<file path="src/rtl/ahb_master.sv">
// ahb_master: one-command-at-a-time AHB-Lite master engine.
// Turns valid/ready/delay commands into NONSEQ/SEQ/BUSY address phases, data phases and read returns.
module ahb_master #(
    parameter int AHB_ADDR_WIDTH = 32,
    parameter int AHB_DATA_WIDTH = 32
) (
    input  logic                      clk,
    input  logic                      rst,
    input  logic                      valid,
    output logic                      ready,
    input  logic                      delay,
    input  logic                      write,
    input  logic [AHB_ADDR_WIDTH-1:0] addr,
    input  logic [2:0]                burst,
    input  logic [3:0]                size,
    input  logic [AHB_DATA_WIDTH-1:0] wdata,
    output logic [AHB_DATA_WIDTH-1:0] rdata,
    output logic                      rvalid,
    output logic                      master_error,
    output logic                      other_error,
    output logic [AHB_ADDR_WIDTH-1:0] HADDR,
    output logic [1:0]                HTRANS,
    output logic                      HWRITE,
    output logic [2:0]                HSIZE,
    output logic [2:0]                HBURST,
    output logic [AHB_DATA_WIDTH-1:0] HWDATA,
    input  logic [AHB_DATA_WIDTH-1:0] HRDATA,
    input  logic                      HREADY,
    input  logic                      HRESP
);
    localparam int AW       = AHB_ADDR_WIDTH;
    localparam int DW       = AHB_DATA_WIDTH;
    localparam int MAX_SIZE = $clog2(DW / 8);

    localparam logic [1:0] T_IDLE   = 2'b00;
    localparam logic [1:0] T_BUSY   = 2'b01;
    localparam logic [1:0] T_NONSEQ = 2'b10;
    localparam logic [1:0] T_SEQ    = 2'b11;

    typedef enum logic [2:0] {S_IDLE, S_ADDR, S_BURST, S_LAST, S_ERR} state_t;

    function automatic logic [4:0] burst_beats(input logic [2:0] b);
        case (b)
            3'b010, 3'b011: burst_beats = 5'd4;
            3'b100, 3'b101: burst_beats = 5'd8;
            3'b110, 3'b111: burst_beats = 5'd16;
            default:        burst_beats = 5'd1;
        endcase
    endfunction

    state_t          state_q, state_d;
    logic [AW-1:0]   haddr_q, haddr_d;
    logic [1:0]      htrans_q, htrans_d;
    logic            hwrite_q, hwrite_d;
    logic [2:0]      hsize_q, hsize_d;
    logic [2:0]      hburst_q, hburst_d;
    logic [DW-1:0]   hwdata_q, hwdata_d;
    logic [4:0]      cnt_q, cnt_d;
    logic            dphase_q, dphase_d;
    logic            dwrite_q, dwrite_d;
    logic [DW-1:0]   rdata_q, rdata_d;
    logic            rvalid_q, rvalid_d;
    logic            merr_q, merr_d;
    logic            oerr_q, oerr_d;

    logic [AW-1:0]   align_mask, inc, wrap_mask, addr_inc, addr_next;
    logic [15:0]     span;
    logic            fixed_incr, illegal, is_wrap, undef_len, cross_1k;
    logic            accept, hold_off, last_beat;

    // Command legality: size, alignment, and 1 KB crossing of fixed-length INCR bursts.
    assign fixed_incr = burst[0] && (burst != 3'b001);
    assign align_mask = (AW'(1) << size) - AW'(1);
    assign span       = {6'd0, addr[9:0]} + (16'(burst_beats(burst)) << size);
    assign illegal    = (size > 4'(MAX_SIZE)) || (|(addr & align_mask))
                        || (fixed_incr && (span > 16'd1024));

    assign is_wrap   = !hburst_q[0] && (hburst_q != 3'b000);
    assign undef_len = (hburst_q == 3'b001);
    assign inc       = AW'(1) << hsize_q;
    assign wrap_mask = (AW'(burst_beats(hburst_q)) << hsize_q) - AW'(1);
    assign addr_inc  = haddr_q + inc;
    assign addr_next = is_wrap ? ((haddr_q & ~wrap_mask) | (addr_inc & wrap_mask)) : addr_inc;
    assign cross_1k  = addr_next[AW-1:10] != haddr_q[AW-1:10];

    assign accept    = ((htrans_q == T_NONSEQ) || (htrans_q == T_SEQ)) && HREADY;
    // A dropped valid stalls a fixed-length burst but terminates an undefined-length one.
    assign hold_off  = delay || (!valid && !undef_len);
    assign last_beat = undef_len ? !valid : (cnt_q == 5'd1);

    always_comb begin
        state_d  = state_q;
        haddr_d  = haddr_q;
        htrans_d = htrans_q;
        hwrite_d = hwrite_q;
        hsize_d  = hsize_q;
        hburst_d = hburst_q;
        hwdata_d = hwdata_q;
        cnt_d    = cnt_q;
        dphase_d = dphase_q;
        dwrite_d = dwrite_q;
        rdata_d  = rdata_q;
        rvalid_d = 1'b0;
        merr_d   = 1'b0;
        oerr_d   = 1'b0;

        if (dphase_q && HREADY) begin
            dphase_d = 1'b0;
            if (!HRESP && !dwrite_q) begin
                rdata_d  = HRDATA;
                rvalid_d = 1'b1;
            end
        end
        if (accept) begin
            hwdata_d = wdata;
            dphase_d = 1'b1;
            dwrite_d = hwrite_q;
        end

        unique case (state_q)
            S_IDLE: begin
                if (valid && !delay) begin
                    if (illegal) begin
                        oerr_d = 1'b1;
                    end else begin
                        haddr_d  = addr;
                        htrans_d = T_NONSEQ;
                        hwrite_d = write;
                        hsize_d  = size[2:0];
                        hburst_d = burst;
                        cnt_d    = burst_beats(burst);
                        state_d  = S_ADDR;
                    end
                end
            end
            S_ADDR, S_BURST: begin
                if (accept) begin
                    cnt_d = cnt_q - 5'd1;
                    if (last_beat) begin
                        htrans_d = T_IDLE;
                        state_d  = S_LAST;
                    end else begin
                        haddr_d = addr_next;
                        if (undef_len && cross_1k) begin
                            htrans_d = T_NONSEQ;
                            state_d  = S_ADDR;
                        end else begin
                            htrans_d = hold_off ? T_BUSY : T_SEQ;
                            state_d  = S_BURST;
                        end
                    end
                end else if ((htrans_q == T_BUSY) && HREADY && !hold_off) begin
                    htrans_d = T_SEQ;
                end
            end
            S_LAST: begin
                if (HREADY) state_d = S_IDLE;
            end
            S_ERR: begin
                if (HREADY) begin
                    merr_d  = 1'b1;
                    state_d = S_IDLE;
                end
            end
            default: state_d = S_IDLE;
        endcase

        // An error response cancels any pending address and aborts the rest of the burst.
        if ((state_q == S_ADDR || state_q == S_BURST || state_q == S_LAST) && dphase_q && HRESP) begin
            htrans_d = T_IDLE;
            dphase_d = 1'b0;
            if (HREADY) begin
                merr_d  = 1'b1;
                state_d = S_IDLE;
            end else begin
                dphase_d = 1'b1;
                state_d  = S_ERR;
            end
        end
    end

    always_ff @(posedge clk or posedge rst) begin
        if (rst) begin
            state_q  <= S_IDLE;
            haddr_q  <= '0;
            htrans_q <= T_IDLE;
            hwrite_q <= 1'b0;
            hsize_q  <= '0;
            hburst_q <= '0;
            hwdata_q <= '0;
            cnt_q    <= '0;
            dphase_q <= 1'b0;
            dwrite_q <= 1'b0;
            rdata_q  <= '0;
            rvalid_q <= 1'b0;
            merr_q   <= 1'b0;
            oerr_q   <= 1'b0;
        end else begin
            state_q  <= state_d;
            haddr_q  <= haddr_d;
            htrans_q <= htrans_d;
            hwrite_q <= hwrite_d;
            hsize_q  <= hsize_d;
            hburst_q <= hburst_d;
            hwdata_q <= hwdata_d;
            cnt_q    <= cnt_d;
            dphase_q <= dphase_d;
            dwrite_q <= dwrite_d;
            rdata_q  <= rdata_d;
            rvalid_q <= rvalid_d;
            merr_q   <= merr_d;
            oerr_q   <= oerr_d;
        end
    end

    assign ready        = accept;
    assign HADDR        = haddr_q;
    assign HTRANS       = htrans_q;
    assign HWRITE       = hwrite_q;
    assign HSIZE        = hsize_q;
    assign HBURST       = hburst_q;
    assign HWDATA       = hwdata_q;
    assign rdata        = rdata_q;
    assign rvalid       = rvalid_q;
    assign master_error = merr_q;
    assign other_error  = oerr_q;
endmodule

</file>
<file path="config.mk">
export PLATFORM = sky130hd
export DESIGN_NAME = ahb_master
export DESIGN_NICKNAME = d
export VERILOG_FILES = /design/src/rtl/ahb_master.sv
export SDC_FILE = /design/constraint.sdc
export NUM_CORES = 1
export LEC_CHECK = 0
export BUFFER_PORTS_ARGS = -buffer_cell sky130_fd_sc_hd__buf_4
export CAP_MARGIN = 40
export CORE_UTILIZATION = 45
export DETAILED_ROUTE_END_ITERATION = 16
export PLACE_DENSITY = 0.78
export SLEW_MARGIN = 20
export SYNTH_ARGS = -nofsm -noshare
export SYNTH_HDL_FRONTEND = slang
export SYNTH_SLANG_ARGS = --single-unit
</file>
<file path="constraint.sdc">
create_clock -name clk -period 5.8 [get_ports clk]
set_clock_uncertainty 0.1 [all_clocks]
set_input_delay 0.29 -clock clk [delete_from_list [all_inputs] [get_ports clk]]
set_output_delay 0.29 -clock clk [all_outputs]
set_load 0.05 [all_outputs]
</file>
# Word level (Yosys, flattened, before mapping)
# Cells that the tools add are included.
[word_totals]
output_inout_bits = 109
word_cells = 153
inputBits = 110
reg_bits = 118
[op_classes]
bitwise_logic = 6
n_reduce_logical = 46
n_eq_ne = 32
addsub = 5
n_shift = 4
n_lt_le_gt_ge = 2
muxes = 44
[ops]
columns = ["cell", "count"]
rows = [
  ["32-bit two-way mux", 5],
  ["32-bit bitwise AND", 3],
  ["32-bit one-hot mux with 2 select lines", 1],
  ["32-bit adder", 1],
  ["32-bit NOT", 1],
  ["32-bit OR", 1],
  ["32-bit OR reduction", 1],
  ["1-bit by 3-bit left shift with 32-bit output, first input constant", 1],
  ["1-bit by 4-bit left shift with 32-bit output, first input constant", 1],
  ["5-bit by 3-bit left shift with 32-bit output", 1],
  ["32-bit by 1-bit subtractor with 32-bit output, second input constant", 1],
  ["32-bit by 2-bit subtractor with 32-bit output, second input constant", 1],
  ["5-bit one-hot mux with 3 select lines", 2],
  ["3-bit equality test, second input constant", 9],
  ["22-bit inequality test", 1],
  ["2-bit two-way mux", 10],
  ["3-bit by 2-bit equality test with 1-bit output, second input constant", 6],
  ["3-bit two-way mux", 6],
  ["10-bit by 16-bit adder with 16-bit output", 1],
  ["16-bit by 11-bit > comparator with 1-bit output, second input constant", 1],
  ["2-bit OR reduction", 8],
  ["5-bit by 4-bit left shift with 16-bit output", 1],
  ["5-bit two-way mux", 3],
  ["1-bit two-way mux", 14],
  ["other kinds (24)", 59],
]

# Longest topological paths before layout
# Gate-level depths: netlist of the first run.
[logic_depth]
word_depth = 16
mapped_depth = 20
ltp_nobuf = 16

# Least setup slack after synthesis of the first run
# Ideal clock, no wire load.
[synth_timing]
path_kind = "in2reg"
startpoint = "input burst[2]"
endpoint = "register hburst_q[1], in the netlist HBURST[1]"
path_buffers = 3
setup_time_ps = 128
arrival_time_ps = 3610
required_time_ps = 5572
slack_ps = 1962
path_stages = 16
path_cell_list = "clkbuf_1 buf_1 nor2_1 nand2_1 nor3_1 ha_1 fa_1 a21o_1 a211oi_1 o221ai_1 a211o_1 o311ai_4 and2_1 nor2b_1 buf_4 mux2_1"
[synth_between]
elab_chain_len = 10
word_cells_on_any_way = 19
[synth_rtl]
columns = ["element", "line_no", "rtl"]
rows = [
  ["start, declared", "14", "input logic [2:0] burst,"],
  ["3-bit equality test or 3-bit by 2-bit equality test with 1-bit output (tied branches)", "43", "case (b)"],
  ["2-bit OR reduction", "43", ""],
  ["5-bit one-hot mux with 3 select lines", "43", ""],
  ["5-bit by 4-bit left shift with 16-bit output", "74", "assign span = {6'd0, addr[9:0]} + (16'(burst_beats(burst)) << size);"],
  ["10-bit by 16-bit adder with 16-bit output", "74", ""],
  ["16-bit by 11-bit > comparator with 1-bit output", "76", "|| (fixed_incr && (span > 16'd1024));"],
  ["1-bit logical AND *", "76", ""],
  ["1-bit logical OR *", "76", ""],
  ["1-bit NOT (no line) *", "n/a", ""],
  ["3-bit AND reduction (no line) *", "n/a", ""],
  ["end signal, assigned", "204", "hburst_q <= hburst_d;"],
  ["end, declared", "56", "logic [2:0] hburst_q, hburst_d;"],
]
# Mark *: on every way between the ends. The rest lies on a longest branch, timed or not.
# A chain may end at the register's enable or synchronous reset.

# Worst setup path after layout of the first run
[layout_timing]
startpoint = "register hsize_q[2], in the netlist HSIZE[2]"
endpoint = "register htrans_q[1], in the netlist HTRANS[1]"
[layout_between]
elab_chain_len = 13
word_cells_on_any_way = 16
[layout_rtl]
columns = ["element", "line_no", "rtl"]
rows = [
  ["start, declared", "55", "logic [2:0] hsize_q, hsize_d;"],
  ["start signal, assigned", "203", "hsize_q <= hsize_d;"],
  ["5-bit by 3-bit left shift with 32-bit output", "81", "assign wrap_mask = (AW'(burst_beats(hburst_q)) << hsize_q) - AW'(1);"],
  ["32-bit by 1-bit subtractor with 32-bit output", "81", ""],
  ["32-bit NOT", "83", "assign addr_next = is_wrap ? ((haddr_q & ~wrap_mask) | (addr_inc & wrap_mask)) : addr_inc;"],
  ["32-bit bitwise AND", "83", ""],
  ["32-bit OR", "83", ""],
  ["32-bit two-way mux *", "83", ""],
  ["22-bit inequality test *", "84", "assign cross_1k = addr_next[AW-1:10] != haddr_q[AW-1:10];"],
  ["1-bit logical AND *", "144", "if (undef_len && cross_1k) begin"],
  ["2-bit two-way mux *", "144", ""],
  ["2-bit two-way mux *", "139", "if (last_beat) begin"],
  ["2-bit two-way mux *", "137", "if (accept) begin"],
  ["2-bit one-hot mux with 2 select lines *", "120", "unique case (state_q)"],
  ["2-bit two-way mux *", "169", "if ((state_q == S_ADDR || state_q == S_BURST || state_q == S_LAST) && dphase_q && HRESP) begin"],
  ["end signal, assigned", "201", "htrans_q <= htrans_d;"],
  ["end, declared", "53", "logic [1:0] htrans_q, htrans_d;"],
]
# Marks and branches as above.

==> results of run 1 <==
## per-layer routing
layer  share of wire  wire length (µm)
met5               0                 0
met2            0.51             12000
met1            0.40              9250
met4           0.026               607
met3           0.066              1540
## stage by stage
stage                     setup slack (ns)  instance area [µm²]   util  instances
after global routing                  1.47                10300  0.639       1263
final                                 1.78                10300  0.639       1265
after global placement                1.62                 9190  0.572       1187
after CTS                             1.81                10300  0.639       1262
after detailed placement              1.59                 9230  0.575       1189
after floorplan                       1.96                 7480      -        800
## cell usage after synthesis (4+ instances only)
master     number
o21ai_0        36
or3_1           7
dfrtp_1       118
xnor2_1        11
o22ai_1        17
and2_1          6
nand2_1        72
a2bb2oi_1       7
nor3b_1         7
nand4_1         8
nor4b_1         4
buf_2           9
buf_6           4
nor2_1         58
and3_1          4
and4_1          4
nand3_1        24
buf_4           4
a21oi_1        69
inv_1          22
clkbuf_1       30
o21a_1          5
nor2b_1         7
o22a_1          7
buf_1           5
xor2_1          5
nor3_1         21
a2111oi_0       4
a21o_1          9
a31oi_1        15
o221ai_1        4
ha_1           24
nor4_1          6
nand2b_1       11
o31ai_1         5
mux2_2         67
o21ai_1         4
mux2_1          7
## layout make-up
| cell class | count | area [µm²] |
|---|---|---|
| clock buffer | 19 | 443 |
| multi-input combinational | 608 | 4210 |
| antenna | 3 | 7.51 |
| timing repair buffer | 266 | 2120 |
| tap | 216 | 270 |
| fill | 1318 | 5800 |
| inverter | 22 | 85.1 |
| clock inverter | 13 | 171 |
| sequential | 118 | 2950 |
## worst paths after layout
check / startpoint / to / slack, ns / cells after the start
worst max-delay path: HSIZE[2] / HTRANS[1] / 1.78 / 12
worst min-delay path: HRDATA[28] / rdata[28] / 0.008 / 2
worst max register to register: HSIZE[2] / HTRANS[1] / 1.78 / 12
worst min register to register: HWDATA[29] / HWDATA[29] / 0.40 / 1
max in group asynchronous: rst / HWDATA[3] / 4.03 / 5
min in group asynchronous: rst / HADDR[19] / 0.41 / 3
## where the power goes
group          switching [mW]  internal [mW]
combinational            1.98           1.01
sequential              0.320           1.17
clock                   0.410          0.692
total                    2.71           2.87
## flip-flops by register name (all words and copies together) (netlist names), 2 cells and up, named ones only
| name | count |
|---|---|
| HWDATA | 32 |
| rdata | 32 |
| HADDR | 22 |
| cnt_q | 5 |
| HBURST | 3 |
| HSIZE | 3 |
| state_q | 3 |
| HTRANS | 2 |
## cell families after synthesis
logic type,Yosys count,synth area share
fa+ha+maj,28,0.0482
compound gates,225,0.199
xor+xnor,16,0.0187
flops,118,0.395
simple gates,262,0.179
mux,77,0.116
buf+inv,74,0.0447
==> metrics.yaml, run 1 <==
global_route.overflow_total: 0
globalRouteTotalUtil: 0.274
min_tclk_post_route_ns: 4.02
placement_rows: 46
drt-total-wl_um: 23400
netlist.top_cell.by_area: "dfrtp_1"
drt_first_pass_iters: 5
gr-usage-met3: 0.0566
total_core_area_um2: 16100
timing.critical_path.slowest_cell_delay_ns: 0.78
drt-vias-per-instance: 5.80
die-width_um: 131
cp_slowest_cell: "dfrtp_1"
final-max-slew-violation-count: 0
syn-instance-count: 800
dp_hpwl_um: 15900
drt_drc_violations_left: 0
post-cts-setup-buffer-count: 0
cts_buffers: 17
clkSlewWorstSetupHoldPaths_ns: 0.06
cts_tree: "yes"
ctsLongestPathBuffers: 2
synth.distinct_cells: 86
worstPathCellList: "inv_1 > nand2_1 > nor2_1 > fa_1 > a21oi_1 > o21ai_0 > a2111oi_0 > o21bai_1 > a22oi_1 > nor2_1 > a211o_1 > a32o_1"
grt_max_degree: 64
yosys.area.top_type_share: 0.395
average_detailed_routed_wire_length_per_instance_um: 18.5
drive_gt1_frac: 0.332
cts_resized: 0
vdd.ir_drop.worst_mv: 0.366
final_antenna_net_count: 0
clock_insertion_delay_worst_skew_ns: 0.42
area_growth_pct: 37.2
setup.worst_path.start_class: "flip-flop"
die_height_um: 131
leakage_nw: 4.62
totalPowerFinal_mw: 5.59
worst_path_most_repeated_cell: "nor2_1"
via_count_of_the_first_global_routing_pass: 7019
fp.dieArea_um2: 17100
mappedNetlistNets: 936
postCtsHoldBufs: 41
htreeDepth: 4
mostFrequentLayoutCells: "223 x buf_4, 118 x dfrtp_1, 72 x nand2_1"
grt_setup_unrepaired: "no"
seq_area_frac_synth: 0.395
number_of_antenna_violations_at_the_first_check_in_global_routing: 1
via_count_of_the_routed_design: 7336
initial_util: 0.466
critical_path_arrival_ns: 4.22
setup.worst_path.end_class: "flip-flop"
post_synth.cell_area_avg_um2: 9.35
hold_ws_ns: 0.00798
grt.busiest_layer: "met2"
layout_commonest_cell: "buf_4"
timing.final.setup_violations: 0
path_buf_inv: 1
async_flop_share: 1.00
critical-path-top-delay-family: "compound AO/OA/AOI/OAI gates"
tns_ns: 0
fmaxAchievable_ghz: 0.249
max_capacitance_violation_count: 0
cts_root_buffer: "clkbuf_16"
timing.max_slew.rel_slack: 0.514
ys_flop_type: "dfrtp_1"
netlist_area_um2: 7480
crit_path_max_fanout: 25
min-delay-path-class: "in2reg"
met1_usage: 0.341
worst_pin_slew_ns: 0.727
timing.final.hold_violations: 0
cts.sink_count: 118
routabilityCongestion: 0.884
synth-seq-cells: 118
layout_worst_path_cycle_share: 0.694
grtUsageMet2: 0.465
num-nets-final: 1169
cp_data_required_time_ns: 6.00
count_of_flip_flops_with_a_built_in_enable_after_synthesis: 0
grt_first_pass_wirelength_um: 35900
synth-warning-count: 0
power_density_nw_per_um2: 545
portBuffers: 218
status: "finished clean"
crit_type: "reg2reg"
io_pins: 219
dr.first_iter.drc_count: 655
leading_cell_types_by_total_area_after_synthesis: "dfrtp_1 39%, mux2_2 10%, a21oi_1 4.6%, ha_1 4.0%, nand2_1 3.6%"
Power figures use the tool's default switching activity.
==> inputs of run 2 (changes only) <==
--- a/config.mk
+++ b/config.mk
@@ -9,7 +9,7 @@
 export CAP_MARGIN = 40
 export CORE_UTILIZATION = 45
 export DETAILED_ROUTE_END_ITERATION = 16
-export PLACE_DENSITY = 0.78
+export PLACE_DENSITY = 0.81
 export SLEW_MARGIN = 20
 export SYNTH_ARGS = -nofsm -noshare
 export SYNTH_HDL_FRONTEND = slang
==> constraint.sdc (replaced) <==
create_clock -name clk -period 3.2 [get_ports clk]
set_clock_uncertainty 0.1 [all_clocks]
set_input_delay 0.16 -clock clk [delete_from_list [all_inputs] [get_ports clk]]
set_output_delay 0.16 -clock clk [all_outputs]
set_load 0.05 [all_outputs]
==> metrics.yaml, run 2 (synthesis gave the netlist of run 1 again) <==
drt_drc_violations_left: 0  # unchanged
routabilityCongestion: 0.910  # was 0.884
met1_usage: 0.374  # was 0.341
cp_data_required_time_ns: 3.39  # was 6.00 ns
multi_input_area_um2: 4480  # was 4210 µm²
worst-r2r-setup-slack_ns: 0.08  # was 1.78 ns
final-max-slew-violation-count: 0  # unchanged
crit_path_max_fanout: 5  # was 25
hold_ws_ns: 0.0125  # was 0.00798 ns
grt_max_degree: 61  # was 64
setup.worst_path.end_class: "flip-flop"  # unchanged
timing.final.hold_violations: 0  # unchanged
initial_util: 0.466  # unchanged
average_detailed_routed_wire_length_per_instance_um: 19.6  # was 18.5 µm
worst_hold_path.endpoint: "HADDR[14]"  # was rdata[28]
die_height_um: 131  # unchanged
drt_first_pass_iters: 5  # unchanged
cts_root_buffer: "clkbuf_16"  # unchanged
timing.critical_path.slowest_cell_delay_ns: 0.38  # was 0.78 ns
status: "finished, violations left"  # was finished clean
setup_ws_ns: -0.0681  # was 1.78 ns
htreeDepth: 4  # unchanged
gr-usage-met3: 0.0639  # was 0.0566
total_core_area_um2: 16100  # unchanged
worst_pin_slew_ns: 0.708  # was 0.727 ns
number_of_antenna_violations_at_the_first_check_in_global_routing: 0  # was 1
layout_commonest_cell: "buf_4"  # unchanged
final_antenna_net_count: 0  # unchanged
dr.first_iter.drc_count: 769  # was 655
setup.worst_path.start_class: "input port"  # was flip-flop
area_growth_pct: 57.7  # was 37.2%
io_pins: 219  # unchanged
hp-start: "addr[14]"  # was HRDATA[28]
placement_rows: 46  # unchanged
ctsLongestPathBuffers: 2  # unchanged
cp_slowest_cell: "o311ai_4"  # was dfrtp_1
global_route.overflow_total: 0  # unchanged
vdd.ir_drop.worst_mv: 0.758  # was 0.366 mV
mostFrequentLayoutCells: "326 x buf_4, 115 x dfrtp_1, 80 x dlygate4sd3_1"  # was 223 x buf_4, 118 x dfrtp_1, 72 x nand2_1
drt-vias-per-instance: 5.82  # was 5.80
layout.cell_area.non_filler_um2: 11800  # was 10300 µm²
crit-reg2reg-capture: "HTRANS[0]"  # was HTRANS[1]
timing.hold.worst_path_depth: 3  # was 2
min_tclk_post_route_ns: 3.27
layout_worst_path_cycle_share: 1.02
fill_cells: 1070  # was 1318
cts.sink_count: 118  # unchanged
min-delay-path-class: "in2reg"  # unchanged
fmaxAchievable_ghz: 0.306
via_count_of_the_first_global_routing_pass: 8016  # was 7019
grt_setup_unrepaired: "yes"  # was no
drive_gt1_frac: 0.432  # was 0.332
timing.final.setup_violations: 8  # was 0
num-nets-final: 1318  # was 1169
max_capacitance_violation_count: 0  # unchanged
grtUsageMet2: 0.543  # was 0.465
critical_path_arrival_ns: 3.46  # was 4.22 ns
totalPowerFinal_mw: 10.5  # was 5.59 mW
clkSlewWorstSetupHoldPaths_ns: 0.06  # about the same
via_count_of_the_routed_design: 8218  # was 7336
cts_tree: "yes"  # unchanged
grt.busiest_layer: "met2"  # unchanged
fp.dieArea_um2: 17100  # unchanged
crit_startpoint: "burst[2]"  # was HSIZE[2]
leakage_nw: 5.36  # was 4.62 nW
timing.max_slew.rel_slack: 0.522  # was 0.514
power_density_nw_per_um2: 889  # was 545 nW/µm²
failing_checks: "negative setup slack"
drt-total-wl_um: 27600  # was 23400 µm
r2r.worst_path.cells: 14  # was 12
grt_first_pass_wirelength_um: 40900  # was 35900 µm
portBuffers: 218  # unchanged
beginning_of_the_worst_register_to_register_path: "HSIZE[2]"  # unchanged
cts_buffers: 17  # unchanged
clock_insertion_delay_worst_skew_ns: 0.41  # was 0.42 ns
dp_hpwl_um: 17500  # was 15900 µm
worstPathCellList: "buf_12 > nand2b_4 > o32ai_4 > a2bb2oi_2 > nor2_2 > ha_4 > a21o_1 > a31oi_2 > nand4b_1 > a211o_1 > o311ai_4 > buf_4 > nand2_2 > a221o_1 > mux2_4"  # was inv_1 > nand2_1 > nor2_1 > fa_1 > a21oi_1 > o21ai_0 > a2111oi_0 > o21bai_1 > a22oi_1 > nor2_1 > a211o_1 > a32o_1
regArea_um2: 2960  # was 2950 µm²
die-width_um: 131  # unchanged
crit_type: "in2reg"  # was reg2reg
placed_area_um2: 10000  # was 9230 µm²
globalRouteTotalUtil: 0.312  # was 0.274
-- run 2: cell type report --
type	count	share of cell area
diodes	1	0.000212
clock buffers	18	0.0372
clock inverters	13	0.0126
inverters	22	0.00732
multi-input cells	608	0.380
flip-flops and latches	118	0.251
well taps	216	0.0229
repair buffers	415	0.289
-- run 2: worst max path at each step --
| stage | end | slack [ns] | cells after the start |
|---|---|---|---|
| floorplan | HTRANS[1] | -0.17 | 13 |
| global placement | HTRANS[0] | -0.33 | 16 |
| detailed placement | HTRANS[0] | -0.37 | 16 |
| finish | HTRANS[0] | -0.07 | 15 |
| CTS | HTRANS[1] | 0.02 | 13 |
| global route | HTRANS[0] | -0.21 | 19 |
-- run 2: power by group --
part / switching (mW) / internal (mW) / total (mW)
logic: 3.78 / 2.05 / 5.83
clock network: 0.769 / 1.17 / 1.94
registers: 0.593 / 2.12 / 2.71
total: 5.14 / 5.35 / 10.5
-- run 2: per-stage QoR --
stage / utilization / cells / setup TNS (ns) / setup slack (ns)
finish: 0.735 / 1411 / -0.332 / -0.0681
detailed placement: 0.624 / 1285 / -9.96 / -0.366
CTS: 0.711 / 1396 / 0 / 0.0245
global placement: 0.623 / 1284 / -7.55 / -0.329
floorplan: - / 800 / -1.24 / -0.171
global route: 0.734 / 1410 / -4.23 / -0.211
-- run 2: worst max-delay path, delay by kind of cell --
family	cells	cell delay (ns)
fa+ha+maj	1	0.23
buf+inv	2	0.29
compound gates	7	2.02
mux	1	0.30
simple gates	4	0.45
-- run 2: what timing repair did --
action	CTS	global route
setup buffers	0	13
hold buffers	80	0
setup endpoints to repair	0	46
gates resized for setup	0	71
hold endpoints to repair	151	0
-- run 2: per-layer routing --
layer  part of all wire  up-vias
li1                   -     3729
met1               0.38     4015
met2               0.52      385
met3              0.063       89
met4              0.036        0
met5                  0        -
